$ cat src/rtl/cp0_regfile.sv
// CP0 system-control registers: Count/Compare timer, Status, Cause, EPC, BadVAddr.
// Handles mtc0/mfc0 access and M-stage exception/ERET commits with a one-cycle update latency.
module cp0_regfile (
  input  logic        clk,
  input  logic        rst,
  input  logic        we_i,
  input  logic [4:0]  waddr_i,
  input  logic [4:0]  raddr_i,
  input  logic [31:0] data_i,
  input  logic [5:0]  int_i,
  input  logic [31:0] excepttype_i,
  input  logic [31:0] current_inst_addr_i,
  input  logic        is_in_delayslot_i,
  input  logic [31:0] bad_addr_i,
  output logic [31:0] data_o,
  output logic [31:0] count_o,
  output logic [31:0] compare_o,
  output logic [31:0] status_o,
  output logic [31:0] cause_o,
  output logic [31:0] epc_o,
  output logic [31:0] badvaddr_o,
  output logic        timer_int_o
);

  localparam logic [4:0] REG_BADVADDR = 5'd8;
  localparam logic [4:0] REG_COUNT    = 5'd9;
  localparam logic [4:0] REG_COMPARE  = 5'd11;
  localparam logic [4:0] REG_STATUS   = 5'd12;
  localparam logic [4:0] REG_CAUSE    = 5'd13;
  localparam logic [4:0] REG_EPC      = 5'd14;

  localparam logic [31:0] EXC_INT     = 32'h00;
  localparam logic [31:0] EXC_INT_FWD = 32'h02;
  localparam logic [31:0] EXC_ADEL    = 32'h04;
  localparam logic [31:0] EXC_ADES    = 32'h05;
  localparam logic [31:0] EXC_SYS     = 32'h08;
  localparam logic [31:0] EXC_BP      = 32'h09;
  localparam logic [31:0] EXC_RI      = 32'h0a;
  localparam logic [31:0] EXC_OV      = 32'h0c;
  localparam logic [31:0] EXC_ERET    = 32'h0e;
  localparam logic [31:0] EXC_INT_HW  = 32'h01;

  localparam logic [31:0] STATUS_RESET = 32'h0040_0000;
  localparam logic [31:0] STATUS_WMASK = 32'h0000_FF03;

  logic [31:0] count_reg, compare_reg, status_reg, cause_reg, epc_reg, badvaddr_reg;
  logic        timer_int_reg, tick_reg;

  logic       exc_take, eret, addr_err;
  logic [4:0] exc_code;
  logic       wr_count, wr_compare, wr_status, wr_cause, wr_epc;

  // EXC_INT (0x00) is NOEXC; only the listed non-zero codes take an exception.
  always_comb begin
    exc_take = 1'b0;
    eret     = 1'b0;
    addr_err = 1'b0;
    exc_code = 5'd0;
    case (excepttype_i)
      EXC_INT_HW, EXC_INT_FWD: exc_take = 1'b1;
      EXC_ADEL, EXC_ADES: begin
        exc_take = 1'b1;
        addr_err = 1'b1;
        exc_code = excepttype_i[4:0];
      end
      EXC_SYS, EXC_BP, EXC_RI, EXC_OV: begin
        exc_take = 1'b1;
        exc_code = excepttype_i[4:0];
      end
      EXC_ERET: eret = 1'b1;
      default: ;
    endcase
  end

  assign wr_count   = we_i && (waddr_i == REG_COUNT);
  assign wr_compare = we_i && (waddr_i == REG_COMPARE);
  assign wr_status  = we_i && (waddr_i == REG_STATUS);
  assign wr_cause   = we_i && (waddr_i == REG_CAUSE);
  assign wr_epc     = we_i && (waddr_i == REG_EPC);

  always_ff @(posedge clk) begin
    if (rst) begin
      count_reg     <= 32'd0;
      compare_reg   <= 32'd0;
      status_reg    <= STATUS_RESET;
      cause_reg     <= 32'd0;
      epc_reg       <= 32'd0;
      badvaddr_reg  <= 32'd0;
      timer_int_reg <= 1'b0;
      tick_reg      <= 1'b0;
    end else begin
      tick_reg <= ~tick_reg;
      if (wr_count)
        count_reg <= data_i;
      else if (tick_reg)
        count_reg <= count_reg + 32'd1;

      if (wr_compare)
        compare_reg <= data_i;

      // Rewriting Compare acknowledges the timer, even against a match this cycle.
      if (wr_compare)
        timer_int_reg <= 1'b0;
      else if ((count_reg == compare_reg) && (compare_reg != 32'd0))
        timer_int_reg <= 1'b1;

      cause_reg[15:10] <= {int_i[5] | timer_int_reg, int_i[4:0]};

      // An exception owns Status/Cause/EPC this cycle; mtc0 to them is dropped.
      if (exc_take) begin
        status_reg[1]   <= 1'b1;
        cause_reg[6:2]  <= exc_code;
        if (!status_reg[1]) begin
          epc_reg       <= is_in_delayslot_i ? current_inst_addr_i - 32'd4 : current_inst_addr_i;
          cause_reg[31] <= is_in_delayslot_i;
        end
        if (addr_err)
          badvaddr_reg <= bad_addr_i;
      end else begin
        if (eret)
          status_reg[1] <= 1'b0;
        else if (wr_status)
          status_reg <= (status_reg & ~STATUS_WMASK) | (data_i & STATUS_WMASK);
        if (wr_cause)
          cause_reg[9:8] <= data_i[9:8];
        if (wr_epc)
          epc_reg <= data_i;
      end
    end
  end

  always_comb begin
    case (raddr_i)
      REG_BADVADDR: data_o = badvaddr_reg;
      REG_COUNT:    data_o = count_reg;
      REG_COMPARE:  data_o = compare_reg;
      REG_STATUS:   data_o = status_reg;
      REG_CAUSE:    data_o = cause_reg;
      REG_EPC:      data_o = epc_reg;
      default:      data_o = 32'd0;
    endcase
  end

  assign count_o     = count_reg;
  assign compare_o   = compare_reg;
  assign status_o    = status_reg;
  assign cause_o     = cause_reg;
  assign epc_o       = epc_reg;
  assign badvaddr_o  = badvaddr_reg;
  assign timer_int_o = timer_int_reg;

endmodule

$ cat config.mk
export PLATFORM = sky130hd
export DESIGN_NAME = cp0_regfile
export DESIGN_NICKNAME = d
export VERILOG_FILES = /design/src/rtl/cp0_regfile.sv
export SDC_FILE = /design/constraint.sdc
export NUM_CORES = 1
export LEC_CHECK = 0
export BUFFER_PORTS_ARGS = -buffer_cell sky130_fd_sc_hd__buf_2
export CORE_AREA = 2 2 144 146
export DETAILED_ROUTE_END_ITERATION = 8
export DIE_AREA = 0 0 146 148
export GPL_TIMING_DRIVEN = 0
export PLACE_DENSITY_LB_ADDON = 0.1
export SLEW_MARGIN = 10
export SYNTH_ARGS = -nofsm -noshare
export SYNTH_HDL_FRONTEND = slang
export SYNTH_SLANG_ARGS = --single-unit
$ cat constraint.sdc
create_clock -name clk -period 5.8 [get_ports clk]
set_input_delay 0.29 -clock clk [delete_from_list [all_inputs] [get_ports clk]]
set_output_delay 0.29 -clock clk [all_outputs]
set_load 0.02 [all_outputs]
* Word-level counts from Yosys, hierarchy flattened
Cells that the tools add are included.
** Operators by class
- Equal/unequal tests :: 22
- Add/sub/neg operators :: 2
- Bitwise logic cells :: 6
- Reductions and logical operators :: 19
- Muxes and demuxes :: 14
** Operators with widths (count)
- 2-to-1 mux 32 bit :: 6
- one-hot mux 32 bit (6 select lines) :: 1
- equality test 32 x 4 -> 1 bit (second input constant) :: 5
- equality test 32 x 3 -> 1 bit (second input constant) :: 2
- equality test 5 x 4 -> 1 bit (second input constant) :: 11
- adder 32 x 1 -> 32 bit (second input constant) :: 1
- equality test 32 x 1 -> 1 bit (second input constant) :: 1
- equality test 32 x 2 -> 1 bit (second input constant) :: 1
- equality test 32 bit :: 1
- bitwise OR 32 x 16 -> 32 bit :: 1
- nonzero test 32 bit :: 1
- subtractor 32 x 3 -> 32 bit (second input constant) :: 1
- AND reduction 2 bit :: 4
- OR reduction 8 bit :: 1
- logical AND 1 bit :: 6
- OR reduction 6 bit :: 1
- 2-to-1 mux 1 bit :: 5
- 2-to-1 mux 5 bit :: 1
- NOT 1 bit :: 4
- nonzero test 2 bit :: 2
- OR reduction 2 bit :: 2
- AND reduction 3 bit :: 1
- nonzero test 3 bit :: 1
- 2-to-1 mux 2 bit :: 1
- other kinds (2) :: 2
** Storage, ports and cells
- Logic and storage cells :: 75
- Output and inout bits :: 225
- Bits of input ports :: 148
- Flip-flop bits (word level) :: 176

* Logic depth before layout (Yosys ltp)
Gate-level depths: netlist of run 1.
- Depth in word-level cells :: 5
- Depth in mapped cells :: 8
- Mapped depth without buffers :: 8

* Worst setup path after synthesis of run 1
Ideal clock, no wire load.
- Kind :: in2reg
- Start point :: in excepttype_i[5]
- End point :: reg epc_reg[0] (netlist: epc_o[0])
- Setup time :: 0.088 ns
- Arrival time :: 1.943 ns
- Required time :: 5.712 ns
- Stages :: 7
- Buffers on the path :: 1
- Setup slack :: 3.769 ns
- Cell sequence :: nor4_1 nand2_1 or3_4 nor3_4 buf_4 nand2_1 a311oi_2
** On the way
- Cells in the longest elaborated chain, start to end :: 5
- Elaborated cells between the ends (all ways) :: 14
- Classes of those cells :: eq/ne (9); mux (2); reduce/logical (3)
** Ends and longest elaborated chain
- from (decl) :: line 11 : input logic [31:0] excepttype_i,
- equality test 32 x 4 -> 1 bit (tied with other cells) :: line 59 : case (excepttype_i)
- OR reduction 8 bit (no line) *
- 2-to-1 mux 1 bit * :: line 59
- inequality test 2 bit (no line) or nonzero test 2 bit (tied branches)
- AND reduction 2 bit (no line)
- to (signal assigned) :: line 114 : epc_reg <= is_in_delayslot_i ? current_inst_addr_i - 32'd4 : current_inst_addr_i;
- to (signal assigned) :: line 127 : epc_reg <= data_i;
- to (decl) :: line 46 : logic [31:0] count_reg, compare_reg, status_reg, cause_reg, epc_reg, badvaddr_reg;
Every way passes the cells marked *; elsewhere a longest branch is shown, timed or not.
A chain may end at the register's enable or synchronous reset.

* Worst setup path after layout of run 1
- Start point :: in raddr_i[2]
- End point :: out data_o[12]
** On the way
- Cells in the longest elaborated chain, start to end :: 2
- Elaborated cells between the ends (all ways) :: 7
- Classes of those cells :: eq/ne (6); mux (1)
** Ends and longest elaborated chain
- from (decl) :: line 8 : input logic [4:0] raddr_i,
- equality test 5 x 4 -> 1 bit :: line 133 : case (raddr_i)
- one-hot mux 32 bit (6 select lines) * :: line 133
- to (decl) :: line 15 : output logic [31:0] data_o,
Marked as above.

==> out/results.tsv, run 1 <==
stage	metric	value	unit
outcome	result of the run	complete, no violations	
run	MaxCap Viol Count	0	
synth	simple logic cell fraction of the synthesized area	25.8	%
cts	clock tree from TritonCTS	done	
final_layout	synth-to-layout area growth	32.5	%
worst_setup_path	Critical Path Slowest Stage Cell	clkbuf_1	
floorplan	Die Y-Extent	148	µm
cts	clock transition at the registers of the reported paths	0.06	ns
worst_setup_path	Worst setup EP type	primary output	
min_path	critical hold path startpoint	int_i[5]	
drt	DR DRC count	0	
cts	hold-fix buffer count after cts	0	
cts	Clock Root Buffer	clkbuf_16	
synth	EDFF count, synth	0	
final_layout	fraction of final layout cells sized beyond drive strength 1	29.5	%
floorplan	number of ports placed on the die boundary	373	
synth	ys async rst share	0	%
placement	count of placed standard cells including taps	1711	
global_routing	global routing usage summed across all routing layers	33.0	%
sta	max-slew violation total from the final report	0	
worst_setup_path	Buf/Inv on CP	3	
power_and_ir_drop	PD cells	229	nW/µm²
sta	number of setup violations in the final report	0	
worst_setup_path	cells along the critical path	buf_2 > or3b_2 > nor3_1 > clkbuf_1 > a22oi_1 > nand3_1 > buf_2	
floorplan	Die W	146	µm
worst_setup_path	largest stage delay on the critical path	0.72	ns
drt	routed wire length per instance	21.4	µm
worst_setup_path	worst reg2reg setup slack	3.37	ns
min_path	endpoint of the worst hold-timing path	cause_o[15]	
sta	final number of hold-violating endpoints	0	
sta	portion of the clock cycle consumed by the worst path in the final layout	52.7	%
final_layout	most common cell after layout, fill and taps aside	buf_2	
floorplan	starting density of the core	42.6	%
synth	Synth warnings	0	
synth	synthesized area per cell	7.96	µm²
synth	area share of xor/xnor cells in the synthesized design	8.92	%
floorplan	placeable core region	20000	µm²
global_routing	largest net degree at the start of global routing	17	
worst_setup_path	depth of the most critical reg-to-reg path	7	
cts	Max clock buf depth	2	
synth	largest family of logic cells by synthesized area	simple AND/OR/NAND/NOR gates	
final_layout	Final #Nets	1610	
worst_setup_path	kind of start point of the critical path	input port	
final_layout	Post-Layout Cell Count	1744	
worst_setup_path	end of the worst register-to-register path	count_o[28]	
sta	Max Clk Rate	0.327	GHz
worst_setup_path	Worst path most repeated cell	buf_2	
worst_setup_path	highest net fanout along the worst path	10	
drt	number of optimization iterations in the first detailed-route pass	5	
worst_setup_path	data required time at the worst endpoint	5.51	ns
synth	area share of fa/ha/maj cells after synthesis	0.293	%
sta	headroom to the max-slew limit	29.7	%
placement	estimated wirelength of the detail-placed design	29.3	mm
worst_setup_path	Reg-to-Reg Start	count_o[1]	
placement	Routability Congestion	1.00	
placement	worst slack, placed	2.84	ns
sta	Final min period	3.06	ns
sta	Fin Clk Skew	0.00455	ns
min_path	hold path cells	3	
cts	post-CTS resize count	0	
global_routing	vias in the first global route	9036	
global_routing	global-route wire length before repair	54.0	mm
cts	buffer count from post-CTS setup fixing	0	
cts	CTS buffer count	17	
sta	RSZ-0062 raised after global routing	no	
worst_setup_path	critical path data arrival time	2.77	ns
global_routing	GRT Residual Overflow	0	
synth	register bit total from synthesis	154	
drt	post-route ant nets	0	
final_layout	commonest cells after routing, fill and taps aside	337 x buf_2, 192 x nand2_1, 154 x dfxtp_1	
cts	Skew-Pair Late Insertion Delay	0.43	ns
synth	fraction of the mapped netlist area in compound gates	19.4	%
sta	actual transition at the worst max-transition pin	1.06	ns
sta	summed negative setup slack over all endpoints	0	ns
final_layout	Register Area	3080	µm²
cts	CTS H-Tree Depth	4	
power_and_ir_drop	leak pwr	5.18	nW
synth	number of different library cells in the post-synthesis netlist	58	
drt	routed via count	9798	
power_and_ir_drop	worst-case vdd ir drop	0.119	mV
drt	final wirelength	37.3	mm
synth	share of cell area taken by muxes after synthesis	2.11	%
cts	TritonCTS sink count	154	
final_layout	area used by multi-input combinational logic	4980	µm²
sta	Worst Hold Margin	0.0735	ns
floorplan	Row Count	52	
synth	Syn Std Cell Area	8550	µm²
synth	Syn Inst Count	1073	
sta	worst-case setup margin in the final layout	2.74	ns
placement	count of buffers from port buffering	330	
drt	Starting DRT DRC Count	905	
floorplan	area of the die	21600	µm²
synth	Post-synth top flop	dfxtp_1	
min_path	kind of path behind the tightest hold check	input port to flip-flop	
drt	via density per instance	5.62	
final_layout	number of fillers in the final layout	1988	
worst_setup_path	critical path start-end classification	input port to primary output	
worst_setup_path	kind of cell with the highest combined delay on the critical path	simple AND/OR/NAND/NOR gates	
global_routing	number of antenna violations at the first check in global routing	1	
synth	share of the yosys chip area belonging to registers	36.1	%
==> per-layer routing <==
layer / track usage (%) / part of all wire [%] / vias to the layer above
met5: 0 / 0 / -
li1: - / - / 4569
met4: 14.5 / 3.5 / 0
met2: 53.8 / 46 / 570
met1: 42.3 / 40 / 4578
met3: 7.10 / 10 / 81
==> cell type report <==
| type | count | share of cell area (%) |
|---|---|---|
| Antenna cell | 1 | 0.0221 |
| Buffer | 113 | 5.22 |
| Clock buffer | 25 | 4.47 |
| Clock inverter | 7 | 1.19 |
| Inverter | 9 | 0.298 |
| Multi-Input combinational cell | 835 | 44.0 |
| Sequential cell | 154 | 27.2 |
| Tap cell | 270 | 2.98 |
| Timing Repair Buffer | 330 | 14.6 |
==> power by group <==
group	switching (mW)	total [mW]	leakage, nW	internal (mW)
logic	0.170	0.271	3.61	0.101
clock network	0.452	1.23	0.317	0.777
registers	0.0180	1.09	1.24	1.07
total	0.640	2.59	5.18	1.95
==> worst min-delay path: stages <==
cell    delay, ns
buf_2        0.08
nor2_1       0.03
nor2_1       0.07
==> cell usage after synthesis, drive strengths merged, types with 2 or more instances <==
master,number,area [µm²]
clkbuf,62,233
xnor2,26,228
nand3b,4,42.5
a222oi,9,90.1
o22ai,10,62.6
buf,51,358
nand4,15,93.8
mux2i,18,180
dfxtp,154,3080
a22oi,66,495
or3b,2,17.5
and3,13,81.3
nand2,193,727
a211oi,32,245
conb,2,7.51
xor2,61,534
nor3b,2,15.0
o21ai,9,48.8
or3,11,88.8
a21oi,87,439
a311oi,7,73.8
inv,9,33.8
nor3,28,178
o31ai,2,15.0
ha,2,25.0
or2,2,12.5
and4,2,17.5
nand4b,3,26.3
nor2,72,270
nor2b,7,43.8
o221ai,16,140
nor4,34,240
nand3,52,260
==> worst max-delay path by stage <==
| stage | cells past startpoint | endpoint | slack (ns) | start |
|---|---|---|---|---|
| 2_1_floorplan | 7 | epc_o[0] | 3.77 | excepttype_i[5] |
| 3_3_place_gp | 7 | data_o[12] | 2.89 | raddr_i[2] |
| 3_5_place_dp | 7 | data_o[12] | 2.84 | raddr_i[2] |
| 4_1_cts | 7 | data_o[12] | 2.84 | raddr_i[2] |
| 5_1_grt | 7 | data_o[12] | 2.72 | raddr_i[2] |
| 6_report | 7 | data_o[12] | 2.74 | raddr_i[2] |
==> cell families (layout without fill, tap and decap cells) <==
family,Yosys count,count (layout)
other cells,2,41
mux,18,18
compound gates,242,242
xor+xnor,87,87
flops,154,154
buf+inv,122,484
fa+ha+maj,2,2
simple gates,446,446
==> per-stage QoR <==
step	total power, mW	utilization [%]	instance area (µm²)
floorplan	1.25	-	8690
global placement	1.37	53.3	10700
detailed placement	1.37	53.3	10700
CTS	2.58	56.5	11300
global route	2.65	56.5	11300
finish	2.59	56.5	11300
(Power assumes the default switching activity.)
==> inputs of run 2 (changes only) <==
--- a/config.mk
+++ b/config.mk
@@ -6,9 +6,9 @@
 export NUM_CORES = 1
 export LEC_CHECK = 0
 export BUFFER_PORTS_ARGS = -buffer_cell sky130_fd_sc_hd__buf_2
-export CORE_AREA = 2 2 144 146
+export CORE_AREA = 2 2 143 145
 export DETAILED_ROUTE_END_ITERATION = 8
-export DIE_AREA = 0 0 146 148
+export DIE_AREA = 0 0 145 147
 export GPL_TIMING_DRIVEN = 0
 export PLACE_DENSITY_LB_ADDON = 0.1
 export SLEW_MARGIN = 10
==> constraint.sdc (replaced) <==
create_clock -name clk -period 2.5 [get_ports clk]
set_input_delay 0.125 -clock clk [delete_from_list [all_inputs] [get_ports clk]]
set_output_delay 0.125 -clock clk [all_outputs]
set_load 0.02 [all_outputs]
==> run 2 against run 1 <==
  * Register-to-register slack worse by 3.1 ns
  * Hold slack worse by 0.053 ns
  * Cell count increased by 4.0%
  * Clock power grew 120%
  * Setup slack got worse by 2.7 ns
  * First-iteration DRC count up 20%
  * Largest power group unchanged
==> out/results.tsv, run 2 (synthesis results as in run 1) <==
stage	metric	value	unit
cts	clock transition at the registers of the reported paths	0.06	ns
drt	DR DRC count	0	
floorplan	area of the die	21300	µm²
worst_setup_path	Worst path most repeated cell	buf_2	
power_and_ir_drop	power dissipated by switching net loads	1.52	mW
final_layout	Final #Nets	1680	
cts	buffer count from post-CTS setup fixing	0	
global_routing	GRT Residual Overflow	0	
power_and_ir_drop	portion of total power attributed to combinational logic	12.0	%
placement	instance area at placement	10700	µm²
global_routing	vias in the first global route	9360	
cts	CTS H-Tree Depth	4	
drt	routed wire length per instance	21.0	µm
sta	Fin Clk Skew	0.00769	ns
drt	via density per instance	5.59	
power_and_ir_drop	worst-case vdd ir drop	0.388	mV
drt	final wirelength	38.0	mm
sta	max-slew violation total from the final report	0	
worst_setup_path	Worst setup EP type	primary output	
min_path	kind of path behind the tightest hold check	input port to flip-flop	
worst_setup_path	critical path start-end classification	input port to primary output	
worst_setup_path	highest net fanout along the worst path	10	
floorplan	placeable core region	19800	µm²
floorplan	Row Count	52	
power_and_ir_drop	sequential share of power	42.4	%
cts	Clock Root Buffer	clkbuf_16	
cts	Skew-Pair Late Insertion Delay	0.43	ns
final_layout	fraction of final layout cells sized beyond drive strength 1	28.7	%
placement	count of buffers from port buffering	330	
power_and_ir_drop	switching share of power	25.6	%
sta	Worst Hold Margin	0.0204	ns
final_layout	number of fillers in the final layout	1919	
final_layout	commonest cells after routing, fill and taps aside	337 x buf_2, 192 x nand2_1, 154 x dfxtp_1	
sta	final number of hold-violating endpoints	0	
worst_setup_path	cells along the critical path	buf_2 > or3b_2 > nor2_1 > buf_1 > a22oi_1 > nand2_1 > buf_2	
cts	TritonCTS sink count	154	
floorplan	Die W	145	µm
floorplan	starting density of the core	43.1	%
global_routing	number of antenna violations at the first check in global routing	0	
sta	Final min period	2.49	ns
placement	Routability Congestion	0.983	
cts	clock tree from TritonCTS	done	
drt	Starting DRT DRC Count	1084	
sta	headroom to the max-slew limit	44.0	%
placement	estimated wirelength of the detail-placed design	29.3	mm
worst_setup_path	Critical Path Slowest Stage Cell	buf_1	
final_layout	Post-Layout Cell Count	1813	
final_layout	synth-to-layout area growth	40.5	%
sta	portion of the clock cycle consumed by the worst path in the final layout	99.5	%
global_routing	global routing usage summed across all routing layers	34.1	%
power_and_ir_drop	PD cells	496	nW/µm²
global_routing	global-route wire length before repair	55.6	mm
worst_setup_path	critical path data arrival time	2.36	ns
floorplan	Die Y-Extent	147	µm
drt	routed via count	10100	
placement	count of placed standard cells including taps	1711	
drt	post-route ant nets	0	
worst_setup_path	data required time at the worst endpoint	2.38	ns
drt	number of optimization iterations in the first detailed-route pass	7	
power_and_ir_drop	internal power contribution	4.43	mW
run	MaxCap Viol Count	0	
worst_setup_path	largest stage delay on the critical path	0.60	ns
cts	CTS buffer count	17	
sta	actual transition at the worst max-transition pin	0.840	ns
final_layout	most common cell after layout, fill and taps aside	buf_2	
final_layout	antenna fix cells	0	
cts	Max clock buf depth	2	
final_layout	Layout Cell Area excl Fill	12000	µm²
sta	number of setup violations in the final report	0	
sta	RSZ-0062 raised after global routing	no	
power_and_ir_drop	clock network power share	45.6	%
floorplan	number of ports placed on the die boundary	373	
worst_setup_path	kind of start point of the critical path	input port	
outcome	result of the run	complete, no violations	
global_routing	largest net degree at the start of global routing	17	
sta	Max Clk Rate	0.402	GHz
power_and_ir_drop	leak pwr	5.46	nW
run 2: changes by cell type in the layout (fill, tap and decap cells not counted), moves of 2 or more:
| cell | change |
|---|---|
| clkbuf_8 | -2 |
| clkbuf_1 | -8 |
| dlygate4sd3_1 | +70 |
| clkbuf_2 | +5 |
| clkinvlp_4 | +4 |
run 2: layout make-up:
type                       instances  area [µm²]  area share [%]
timing repair buffer             400        2350            19.6
buffer                           113         597            4.97
multi-input combinational        835        4990            41.6
tap                              270         338            2.81
sequential                       154        3080            25.7
clock inverter                    11         144            1.20
clock buffer                      21         470            3.92
inverter                           9        33.8           0.281
run 2: worst paths after layout:
kind,from,end,slack (ns),cells past startpoint
hold reg to reg,badvaddr_o[8],badvaddr_o[8],0.47,2
setup / recovery,raddr_i[2],data_o[31],0.01,7
setup reg to reg,count_o[0],count_o[30],0.26,7
hold / removal,is_in_delayslot_i,cause_o[31],0.02,3
run 2: worst max-delay path: cells and delay by family:
family	cells	cell delay (ns)
AO/OA/AOI/OAI	1	0.25
buffers and inverters	3	0.87
AND/OR/NAND/NOR	3	1.10
run 2: what timing repair did:
action,4_1_cts,5_1_grt
pin swaps,0,0
gates resized for setup,2,9
setup endpoints to repair,7,14
hold endpoints to repair,71,0
hold buffers,70,0
run 2: per-layer routing:
layer | GRT usage, % | vias up | wire length, µm
li1 | - | 4692 | -
met1 | 44.4 | 4792 | 15300
met2 | 54.5 | 579 | 17400
met3 | 8.23 | 77 | 3990
met4 | 14.4 | 0 | 1270
met5 | 0 | - | 0
run 2: power by group through the flow:
stage | sequential (mW) | clock [mW] | combinational [mW]
finish | 2.52 | 2.71 | 0.717
global placement | 2.58 | 0 | 0.609
detailed placement | 2.58 | 0 | 0.612
CTS | 2.52 | 2.72 | 0.701
global route | 2.52 | 2.82 | 0.765
floorplan | 2.60 | 0 | 0.296
run 2: metrics by stage:
step / total power, mW / setup slack [ns] / util [%] / setup TNS (ns)
5_1_grt: 6.11 / 0.000209 / 60.5 / 0
3_5_place_dp: 3.19 / -0.184 / 53.8 / -5.10
2_1_floorplan: 2.89 / 0.538 / - / 0
3_3_place_gp: 3.18 / -0.170 / 53.8 / -4.79
6_report: 5.96 / 0.0114 / 60.5 / 0
4_1_cts: 5.94 / 0.00278 / 60.4 / 0
